File: config.mk
export PLATFORM = sky130hd
export DESIGN_NAME = food_gen
export DESIGN_NICKNAME = d
export VERILOG_FILES = /design/src/rtl/food_gen.sv
export SDC_FILE = /design/constraint.sdc
export NUM_CORES = 1
export LEC_CHECK = 0
export ABC_AREA = 1
export BUFFER_PORTS_ARGS = -buffer_cell sky130_fd_sc_hd__buf_4
export CAP_MARGIN = 10
export CORE_UTILIZATION = 45
export CTS_CLUSTER_DIAMETER = 60
export DETAILED_ROUTE_END_ITERATION = 8
export GPL_TIMING_DRIVEN = 0
export PLACE_DENSITY = 0.64
export SYNTH_ARGS = -nofsm -noshare
export SYNTH_HDL_FRONTEND = slang
export SYNTH_SLANG_ARGS = --single-unit
File: constraint.sdc
create_clock -name clk -period 6 [get_ports clk]
set_input_delay 0.6 -clock clk [delete_from_list [all_inputs] [get_ports clk]]
set_output_delay 0.6 -clock clk [all_outputs]
set_load 0.01 [all_outputs]
File: src/rtl/food_gen.sv
// Food generator for the snake game: draws a new pseudo-random grid cell after each
// eat pulse, renders the food square for the pixel stream and keeps the eaten-food count.
module food_gen #(
  parameter logic [15:0] SEED    = 16'hACE1,
  parameter logic [5:0]  INIT_CX = 6'd24,
  parameter logic [5:0]  INIT_CY = 6'd10
) (
  input  logic       clk,
  input  logic       rst_n,
  input  logic       drive,
  input  logic [9:0] x_pos,
  input  logic [9:0] y_pos,
  output logic [9:0] box_x,
  output logic [9:0] box_y,
  output logic       box_r,
  output logic [7:0] eat_cnt,
  output logic       busy
);

  localparam logic [2:0] IDLE   = 3'd0;
  localparam logic [2:0] DRAW_X = 3'd1;
  localparam logic [2:0] DRAW_Y = 3'd2;
  localparam logic [2:0] LOAD   = 3'd3;
  localparam logic [2:0] COOL   = 3'd4;

  // Cell origin 12 + 18*c built from shifts; max 588 so 10 bits never wrap.
  function automatic logic [9:0] origin(input logic [5:0] c);
    logic [9:0] cw;
    cw = {4'd0, c};
    return 10'd12 + (cw << 4) + (cw << 1);
  endfunction

  logic [2:0]  state;
  logic [2:0]  state_nx;
  logic [15:0] lfsr;
  logic [15:0] lfsr_nx;
  logic [5:0]  cur_cx;
  logic [5:0]  cur_cy;
  logic [5:0]  new_cx;
  logic [5:0]  new_cy;
  logic [5:0]  cand_x;
  logic [5:0]  cand_y;
  logic        x_ok;
  logic        y_ok;

  assign lfsr_nx = {lfsr[0] ^ lfsr[2] ^ lfsr[3] ^ lfsr[5], lfsr[15:1]};
  assign cand_x  = lfsr[5:0];
  assign cand_y  = lfsr[13:8];
  assign x_ok    = (cand_x < 6'd33);
  assign y_ok    = (cand_y < 6'd33);

  // Next-state logic; a redraw that lands on the displayed cell restarts from the column draw.
  always_comb begin
    state_nx = state;
    case (state)
      IDLE: begin
        if (drive) state_nx = DRAW_X;
        else       state_nx = IDLE;
      end
      DRAW_X: begin
        if (x_ok) state_nx = DRAW_Y;
        else      state_nx = DRAW_X;
      end
      DRAW_Y: begin
        if (!y_ok)                                      state_nx = DRAW_Y;
        else if ((new_cx == cur_cx) && (cand_y == cur_cy)) state_nx = DRAW_X;
        else                                            state_nx = LOAD;
      end
      LOAD:    state_nx = COOL;
      COOL:    state_nx = IDLE;
      default: state_nx = IDLE;
    endcase
  end

  // State, free-running LFSR, candidate/current cell, box origins and score.
  always_ff @(posedge clk or negedge rst_n) begin
    if (!rst_n) begin
      state   <= IDLE;
      lfsr    <= SEED;
      cur_cx  <= INIT_CX;
      cur_cy  <= INIT_CY;
      new_cx  <= 6'd0;
      new_cy  <= 6'd0;
      box_x   <= origin(INIT_CX);
      box_y   <= origin(INIT_CY);
      eat_cnt <= 8'd0;
      busy    <= 1'b0;
    end else begin
      state <= state_nx;
      lfsr  <= lfsr_nx;
      busy  <= (state_nx != IDLE);
      if ((state == IDLE) && drive && (eat_cnt != 8'hFF)) begin
        eat_cnt <= eat_cnt + 8'd1;
      end
      if ((state == DRAW_X) && x_ok) begin
        new_cx <= cand_x;
      end
      if ((state == DRAW_Y) && (state_nx == LOAD)) begin
        new_cy <= cand_y;
      end
      if (state == LOAD) begin
        cur_cx <= new_cx;
        cur_cy <= new_cy;
        box_x  <= origin(new_cx);
        box_y  <= origin(new_cy);
      end
    end
  end

  assign box_r = (x_pos >= box_x + 10'd3) && (x_pos <= box_x + 10'd15) &&
                 (y_pos >= box_y + 10'd3) && (y_pos <= box_y + 10'd15);

endmodule

==> results_dict.tcl, run 1 <==
set metrics [dict create \
    outcome "complete, no violations" \
    design_power_total_mw 0.875 \
    mostFrequentLayoutCell "nand2_1" \
    path_class "reg2out" \
    crit_required_ns 5.40 \
    critical_path.max_stage_delay_ns 0.47 \
    syn_avg_cell_area_um2 8.03 \
    tightest_slew_ns 0.827 \
    dieArea_um2 10500 \
    dpl-instance-area_um2 5070 \
    end_kind "primary output" \
    async_reset_ff_share_pct 100 \
    p_leak_nw 2.59 \
    endpoint "box_r" \
    final_area_um2 5270 \
    first_global_vias 3580 \
    yosys.area_share.simple_pct 25.4 \
    drive_above_1_share_pct 17.4 \
    path_cells "inv_1 > ha_1 > a21oi_1 > nand2_1 > xor2_1 > ha_1 > nand2_1 > nor2_1 > nand4_1 > nand3_1 > nand2_1 > nand3_1 > nor2_1 > buf_4" \
    grt_pass1_wl_mm 15.9 \
    finalSetupViolCount 0 \
    antenna_found_initial 0 \
    fmax_mhz 284 \
    synth_edf_count 0 \
    root_buffer "clkbuf_8" \
    yosys_warnings 0 \
    cp-start-kind "register" \
    io_buffers 50 \
    clock_latency_ns 0.35 \
    yosysTopAreaCellShare_pct 26.5 \
    cts_setup_buffers 0 \
    slowest_stage "dfrtp_1" \
    crit_start "box_x[1]$_DFFE_PN0P_" \
    setup_slack_ns 2.48 \
    io_pins 53 \
    cp_max_fo 6 \
    synth_top_family_by_area "simple AND/OR/NAND/NOR gates" \
    period_share_pct 58.6 \
    fillers 933 \
    syn_area_um2 4530 \
    grt_max_degree 69 \
    drtIter0Drc 126 \
    syn_inst 564 \
    dr.pass1.iters 5 \
    fp-row-count 36 \
    drtAntennaViolNets 0 \
    min_path_type "reg2reg" \
    htreeDepth 3 \
    die_w_um 102 \
    place_hpwl_mm 7.33 \
    synthToLayoutAreaGrowth_pct 16.3 \
    clockBufferDepth 2 \
    ys_types 33 \
    ys_seq_area_share_pct 38.1 \
    hold_viol 0 \
    period_minus_slack_ns 3.52 \
    cts_hold_buf 0 \
    max_slew_margin_pct 44.9 \
    vias 3760 \
    synth-compound-area-share_pct 8.07 \
    worstReg2RegStart "new_cx[3]$_DFFE_PN0P_" \
    gp_congestion 0.821 \
    drv_cap 0 \
    numClockSinks 68 \
    synthAdderAreaFrac_pct 13.3 \
    ys_ff_latch 68 \
    grt_setup_unrepaired "no" \
    grt_use_total_pct 19.5 \
    start_util_pct 46.3 \
    die_h_um 102 \
    wl_per_cell_um 12.2 \
    synth.top_cells.by_area "dfrtp_1 (27%), ha_1 (13%), nand2_1 (13%), dfstp_2 (12%), xor2_1 (5.4%)" \
    setup_tns_ns 0 \
    drc 0 \
    synthMuxAreaShare_pct 0 \
    fin_skew_ns 0.0111 \
    overflow 0 \
    tritoncts "done" \
    fin_nets 697 \
    coreArea_um2 9770 \
    power_density_nw_per_um2 166 \
    routed_via_density 4.92 \
    routed_wl_mm 9.34 \
    rr_worst_depth 9 \
    antenna_cells 0 \
    cts.clk_slew.worst_paths_ns 0.08 \
    synth-xor-area-share_pct 7.74 \
    vdd_ir_drop_max_mv 0.0923 \
    cp.arrival_ns 2.92 \
    cts_made_buffers 9 \
    yosys.area.top_type "dfrtp_1" \
    yosys_most_used_dff "dfrtp_1" \
    r2r_end "box_x[9]$_DFFE_PN0P_" \
    final_cell_mix "nand2_1 (152), inv_1 (65), buf_4 (54), ha_1 (48), dfrtp_1 (48)" \
    cts-resized-gates 0 \
    rrSetupSlack_ns 4.44 \
    crit_path_frequent_cell "nand2_1" \
    postLayoutCoreUtil_pct 53.9 \
    slew_violations 0 \
    post-place-ws_ns 2.83 \
]
## per-stage QoR
| stage | std cells | hold slack (ns) |
|---|---|---|
| final | 764 | 0.352 |
| after CTS | 764 | 0.352 |
| after detailed placement | 748 | 0.338 |
| after global routing | 764 | 0.358 |
| after floorplan | 565 | 0.304 |
| after global placement | 748 | 0.338 |
## how the worst min path moves through the flow
stage | start | slack (ns) | to | depth (start not counted)
6_report | lfsr[6]$_DFF_PN1_ | 0.35 | lfsr[5]$_DFF_PN1_ | 0
5_1_grt | lfsr[14]$_DFF_PN0_ | 0.36 | lfsr[13]$_DFF_PN1_ | 0
4_1_cts | lfsr[6]$_DFF_PN1_ | 0.35 | lfsr[5]$_DFF_PN1_ | 0
3_5_place_dp | lfsr[14]$_DFF_PN0_ | 0.34 | lfsr[13]$_DFF_PN1_ | 0
3_3_place_gp | lfsr[14]$_DFF_PN0_ | 0.34 | lfsr[13]$_DFF_PN1_ | 0
2_1_floorplan | rst_n | 0.30 | box_x[1]$_DFFE_PN0P_ | 0
## power breakdown
group	internal [mW]	switching (mW)
Clock	0.190	0.174
Combinational	0.0232	0.0288
Sequential	0.459	0
Total	0.672	0.202
## kinds of logic after synthesis
kind of cell	after synthesis
other cells	1
simple gates	260
compound gates	64
flops	68
xor+xnor	40
buf+inv	83
fa+ha+maj	48
## routing by layer
layer | share of wire (%) | global-route usage, % | vias up
met4 | 1.9 | 9.67 | 0
met2 | 46 | 33.0 | 88
li1 | - | - | 1954
met3 | 3.8 | 2.87 | 16
met1 | 48 | 24.4 | 1702
met5 | 0 | 0 | -
## cells in the mapped netlist, types with 2 or more instances
cell / n
a21o_1: 2
a21oi_1: 30
buf_2: 5
buf_4: 4
clkbuf_1: 2
dfrtp_1: 48
dfstp_2: 20
ha_1: 48
inv_1: 65
inv_2: 7
nand2_1: 152
nand3_1: 29
nand3_4: 2
nand3b_1: 2
nand4_1: 18
nor2_1: 42
nor3_1: 9
nor3_4: 2
o211ai_1: 3
o21a_1: 3
o21ai_0: 15
o21ai_1: 4
o21bai_1: 2
o22ai_1: 3
xnor2_1: 12
xor2_1: 28
## cell type report
cell class              instances  area, um2  share of cell area (%)
clock inverters                 7       67.6                    1.28
well taps                     133        166                    3.16
flip-flops and latches         68       1730                    32.8
inverters                      72        270                    5.13
clock buffers                   9        124                    2.35
multi-input cells             414       2470                    47.0
plain buffers                  11       62.6                    1.19
repair buffers                 50        375                    7.13
## sequential cells by signal, summed over array words and instances, names as in the netlist, 3 cells and up
register	count
lfsr	16
box_y	9
new_cy	6
box_x	9
eat_cnt	8
cur_cy	5
cur_cx	5
state	3
new_cx	6
## critical path: cells and delay by family (launching register included)
kind            cells  cell delay (ns)
flops               1             0.47
xor+xnor            1             0.16
compound gates      1             0.29
fa+ha+maj           2             0.54
simple gates        8             0.81
buf+inv             2             0.28
Power figures use the tool's default switching activity.
==> run 2: changes to the inputs <==
--- a/config.mk
+++ b/config.mk
@@ -12,7 +12,7 @@
 export CTS_CLUSTER_DIAMETER = 60
 export DETAILED_ROUTE_END_ITERATION = 8
 export GPL_TIMING_DRIVEN = 0
-export PLACE_DENSITY = 0.64
+export PLACE_DENSITY = 0.67
 export SYNTH_ARGS = -nofsm -noshare
 export SYNTH_HDL_FRONTEND = slang
 export SYNTH_SLANG_ARGS = --single-unit
==> constraint.sdc (replaced) <==
create_clock -name clk -period 3.1 [get_ports clk]
set_input_delay 0.31 -clock clk [delete_from_list [all_inputs] [get_ports clk]]
set_output_delay 0.31 -clock clk [all_outputs]
set_load 0.01 [all_outputs]
==> run 2 against run 1 <==
Net effect:
- hold slack got worse by 0.28 ns
- routed wire length up 1.5%
- power grew 110%
==> results_dict.tcl, run 2 (same netlist as run 1, synthesis figures left out) <==
set metrics [dict create \
    dieArea_um2 10500 \
    drtAntennaViolNets 0 \
    combPwrFrac_pct 5.5 \
    period_share_pct 94.0 \
    power_density_nw_per_um2 345 \
    setup_slack_ns 0.185 \
    cts_made_buffers 9 \
    place_hpwl_mm 7.21 \
    finalSetupViolCount 0 \
    design_power_total_mw 1.87 \
    drtIter0Drc 133 \
    regMostFlops "lfsr" \
    mostFrequentLayoutCell "nand2_1" \
    cts_hold_buf 0 \
    switching_share_pct 21.4 \
    drive_above_1_share_pct 20.3 \
    crit_required_ns 2.79 \
    drc 0 \
    outcome "complete, no violations" \
    final_cell_mix "nand2_1 (152), inv_1 (64), buf_4 (64), ha_1 (47), dfrtp_1 (46)" \
    largestRegisters "lfsr (16), box_x (9), box_y (9)" \
    pwr-share-seq_pct 47.5 \
    r2r_end "box_y[8]$_DFFE_PN0P_" \
    vias 3838 \
    numClockSinks 68 \
    antenna_found_initial 0 \
    cp-start-kind "register" \
    wl_per_cell_um 12.3 \
    root_buffer "clkbuf_8" \
    fin_nets 706 \
    drv_cap 0 \
    grt_use_total_pct 19.5 \
    first_global_vias 3654 \
    io_buffers 50 \
    fin_skew_ns 0.0106 \
    die_h_um 102 \
    io_pins 53 \
    fp-row-count 36 \
    worstReg2RegStart "new_cy[4]$_DFFE_PN0P_" \
    coreArea_um2 9770 \
    pwr-share-clk_pct 47.1 \
    max_slew_margin_pct 44.6 \
    overflow 0 \
    dr.pass1.iters 4 \
    synthToLayoutAreaGrowth_pct 19.8 \
    slew_violations 0 \
    p_leak_nw 2.64 \
    min_path_type "in2async" \
    largest_reg_flops 16 \
    crit_start "box_x[2]$_DFFE_PN1P_" \
    hold_viol 0 \
    holdWs_ns 0.0696 \
    vdd_ir_drop_max_mv 0.251 \
    cts.clk_slew.worst_paths_ns 0.07 \
    post-place-ws_ns 0.288 \
    routed_wl_mm 9.48 \
    tightest_slew_ns 0.831 \
    cp.arrival_ns 2.61 \
    fmax_mhz 343 \
    clockBufferDepth 2 \
    die_w_um 102 \
    grt_max_degree 69 \
    power.internal_mw 1.47 \
    p_switching_mw 0.401 \
    cp_max_fo 4 \
    rr_worst_depth 7 \
    htreeDepth 3 \
    routed_via_density 4.97 \
    rrSetupSlack_ns 1.54 \
    tritoncts "done" \
    antenna_cells 0 \
    gp_congestion 0.830 \
    start_util_pct 46.3 \
    period_minus_slack_ns 2.92 \
    end_kind "primary output" \
    clock_latency_ns 0.34 \
    grt_pass1_wl_mm 16.0 \
    path_class "reg2out" \
]
## run 2: timing repair
action | CTS | global route
setup buffers | 0 | 10
pin swaps | 0 | 5
gates resized for setup | 4 | 9
setup endpoints to repair | 1 | 1
hold endpoints to repair | 0 | 0
## run 2: area by class of cell
| class | count | area [um2] |
|---|---|---|
| inverter | 72 | 270 |
| fill | 906 | 4350 |
| multi-input combinational | 414 | 2510 |
| clock inverter | 6 | 111 |
| tap | 133 | 166 |
| buffer | 10 | 57.6 |
| timing repair buffer | 60 | 450 |
| clock buffer | 10 | 128 |
| sequential | 68 | 1730 |
## run 2: power by group through the flow
stage,combinational (mW),sequential (mW),clock (mW)
floorplan,0.0467,0.904,0
global placement,0.0977,0.904,0
detailed placement,0.103,0.904,0
CTS,0.104,0.888,0.903
global route,0.119,0.888,0.939
finish,0.102,0.888,0.880
## run 2: worst max-delay path by stage
stage,to,depth (start not counted)
detailed placement,box_r,14
global placement,box_r,14
CTS,box_r,14
global route,box_r,12
floorplan,box_r,12
finish,box_r,13
## run 2: worst max-delay path: stages (launching register included)
cell and delay, ns:
dfstp_2 0.55, inv_1 0.08, ha_2 0.20, a21oi_4 0.15, nand2_1 0.09, xor2_1 0.15
ha_1 0.29, a21o_1 0.19, nor2_1 0.13, nand3_1 0.09, nand2_1 0.08, nand3_1 0.07
nor2_1 0.08, buf_4 0.12
## run 2: routing by layer
metal | vias to the layer above | share of wire [%] | GRT usage (%)
met5 | - | 0 | 0
met4 | 0 | 1.7 | 6.26
met3 | 14 | 4.3 | 3.63
met2 | 90 | 47 | 33.2
met1 | 1765 | 47 | 25.1
li1 | 1969 | - | -
## run 2: metrics by stage
step                      cell area, um2  utilization, %  std cells  setup TNS, ns
after floorplan                     4530               -        565              0
after global placement              5070            51.9        748              0
after detailed placement            5070            51.9        748              0
after CTS                           5320            54.4        764              0
after global routing                5420            55.5        773       -0.00185
final                               5420            55.5        773              0
==> run 3: changes to the inputs <==
--- a/config.mk
+++ b/config.mk
@@ -8,6 +8,7 @@
 export ABC_AREA = 1
 export BUFFER_PORTS_ARGS = -buffer_cell sky130_fd_sc_hd__buf_4
 export CAP_MARGIN = 10
+export CORE_ASPECT_RATIO = 1.1
 export CORE_UTILIZATION = 45
 export CTS_CLUSTER_DIAMETER = 60
 export DETAILED_ROUTE_END_ITERATION = 8
==> run 3 against run 2 <==
Net effect:
- the flow now finishes with violations (design-rule violations)
- via count down 2.5%
- die area about the same
- clock skew up 0.0048 ns
- critical path depth down 1
- highest routed layer unchanged
- largest cell class unchanged
- sequential power about the same
- routed wire length up 1.8%
==> results_dict.tcl, run 3 (same netlist as run 1, synthesis figures left out) <==
set metrics [dict create \
    cp.arrival_ns 2.67 \
    largest_reg_flops 16 \
    vdd_ir_drop_max_mv 0.262 \
    ff_latch_area_um2 1730 \
    switching_share_pct 20.6 \
    routed_wl_mm 9.65 \
    fmax_mhz 336 \
    power_density_nw_per_um2 362 \
    cp_max_fo 6 \
    antenna_cells 0 \
    root_buffer "clkbuf_8" \
    htreeDepth 3 \
    vias 3743 \
    min_path_type "in2async" \
    antenna_found_initial 0 \
    drive_above_1_share_pct 20.2 \
    drtIter0Drc 175 \
    coreArea_um2 9840 \
    dieArea_um2 10500 \
    gp_congestion 0.806 \
    grt_use_total_pct 19.2 \
    drtAntennaViolNets 0 \
    dpl-instance-area_um2 5060 \
    max_slew_margin_pct 45.7 \
    grt_pass1_wl_mm 16.1 \
    hold_viol 0 \
    outcome "finished with violations" \
    violations "design-rule violations" \
    die_h_um 107 \
    grt_max_degree 69 \
    combPwrFrac_pct 5.3 \
    largestRegisters "lfsr (16), box_x (9), box_y (9)" \
    numClockSinks 68 \
    tritoncts "done" \
    drc 18 \
    multi_input_area_um2 2530 \
    fp-row-count 38 \
    holdWs_ns 0.0566 \
    cts.clk_slew.worst_paths_ns 0.08 \
    slew_violations 0 \
    fin_nets 700 \
    cts_hold_buf 0 \
    mostFrequentLayoutCell "nand2_1" \
    pwr-share-clk_pct 49.3 \
    cts_made_buffers 9 \
    final_cell_mix "nand2_1 (151), inv_1 (64), buf_4 (58), ha_1 (46), dfrtp_1 (46)" \
    regMostFlops "lfsr" \
    p_leak_nw 2.62 \
    cp-start-kind "register" \
    clock_latency_ns 0.36 \
    fillers 883 \
    place_hpwl_mm 7.26 \
    period_share_pct 96.0 \
    io_buffers 50 \
    overflow 0 \
    fin_skew_ns 0.0154 \
    pwr-share-seq_pct 45.4 \
    dr.pass1.iters 6 \
    start_util_pct 46.0 \
    synthToLayoutAreaGrowth_pct 19.4 \
    power.internal_mw 1.55 \
    period_minus_slack_ns 2.98 \
    first_global_vias 3549 \
    path_class "reg2out" \
    clockBufferDepth 2 \
    crit_required_ns 2.79 \
    io_pins 53 \
    end_kind "primary output" \
    die_w_um 97.6 \
    finalSetupViolCount 0 \
    final_area_um2 5410 \
    routed_via_density 4.96 \
    tightest_slew_ns 0.815 \
    drv_cap 0 \
    p_switching_mw 0.404 \
    wl_per_cell_um 12.8 \
    rrSetupSlack_ns 1.53 \
]
[run 3: cell types whose count changed in the layout (fill, tap and decap cells not counted), sizes merged]
cell	before	now
inv	73	72
buf	68	62
bufinv	3	4
[run 3: through the flow]
stage | TNS [ns] | util, % | setup WS (ns) | power (mW) | instances
5_1_grt | -0.0255 | 54.9 | -0.0255 | 2.02 | 754
4_1_cts | 0 | 54.1 | 0.00443 | 1.97 | 751
3_5_place_dp | 0 | 51.4 | 0.286 | 1.01 | 735
2_1_floorplan | 0 | - | 0.612 | 0.951 | 565
6_report | 0 | 54.9 | 0.124 | 1.96 | 754
3_3_place_gp | 0 | 51.4 | 0.352 | 1.00 | 735
[run 3: layout make-up]
class	instances	share of cell area, %
buffer	10	1.06
clock buffer	10	2.36
clock inverter	6	2.52
inverter	72	5.00
multi-input combinational	414	46.8
sequential	68	32.0
tap	120	2.78
timing repair buffer	54	7.50
[run 3: critical path, cell delays in order (launching register included)]
cell and delay [ns]:
dfstp_2 0.61, inv_1 0.15, nor3_2 0.25, nand4_1 0.14, xor2_1 0.17, ha_1 0.30, nand2_1 0.07, nor2_1 0.15
nand3_1 0.09, nand3_1 0.10, nand3_1 0.08, nor2_1 0.09, buf_4 0.12
[run 3: final timing paths]
path,from,endpoint,depth (start not counted)
max,box_x[5]$_DFFE_PN1P_,box_r,12
min,rst_n,box_y[3]$_DFFE_PN0P_,1
max reg2reg,new_cx[1]$_DFFE_PN0P_,box_x[8]$_DFFE_PN1P_,7
min reg2reg,lfsr[14]$_DFF_PN0_,lfsr[13]$_DFF_PN1_,0
max in group asynchronous,rst_n,box_x[1]$_DFFE_PN0P_,1
min in group clk,lfsr[14]$_DFF_PN0_,lfsr[13]$_DFF_PN1_,0
[run 3: repair_timing]
| item | CTS | global route |
|---|---|---|
| gates cloned | 0 | 0 |
| pin swaps | 0 | 5 |
| setup buffers | 0 | 4 |
| resized for setup | 3 | 15 |
| endpoints found under the setup margin | 1 | 1 |
[run 3: routing by layer]
metal,up-vias,GRT usage (%),share of wire [%]
met1,1705,24.2,46
li1,1958,-,-
met5,-,0,0
met2,67,33.6,49
met3,13,2.87,3.2
met4,0,6.93,1.6
[run 3: power groups by stage]
stage          Clock, mW  Sequential (mW)  Combinational [mW]
2_1_floorplan          0            0.904              0.0467
3_3_place_gp           0            0.904              0.0976
3_5_place_dp           0            0.904               0.102
4_1_cts            0.980            0.888               0.103
5_1_grt             1.02            0.888               0.120
6_report           0.964            0.888               0.104
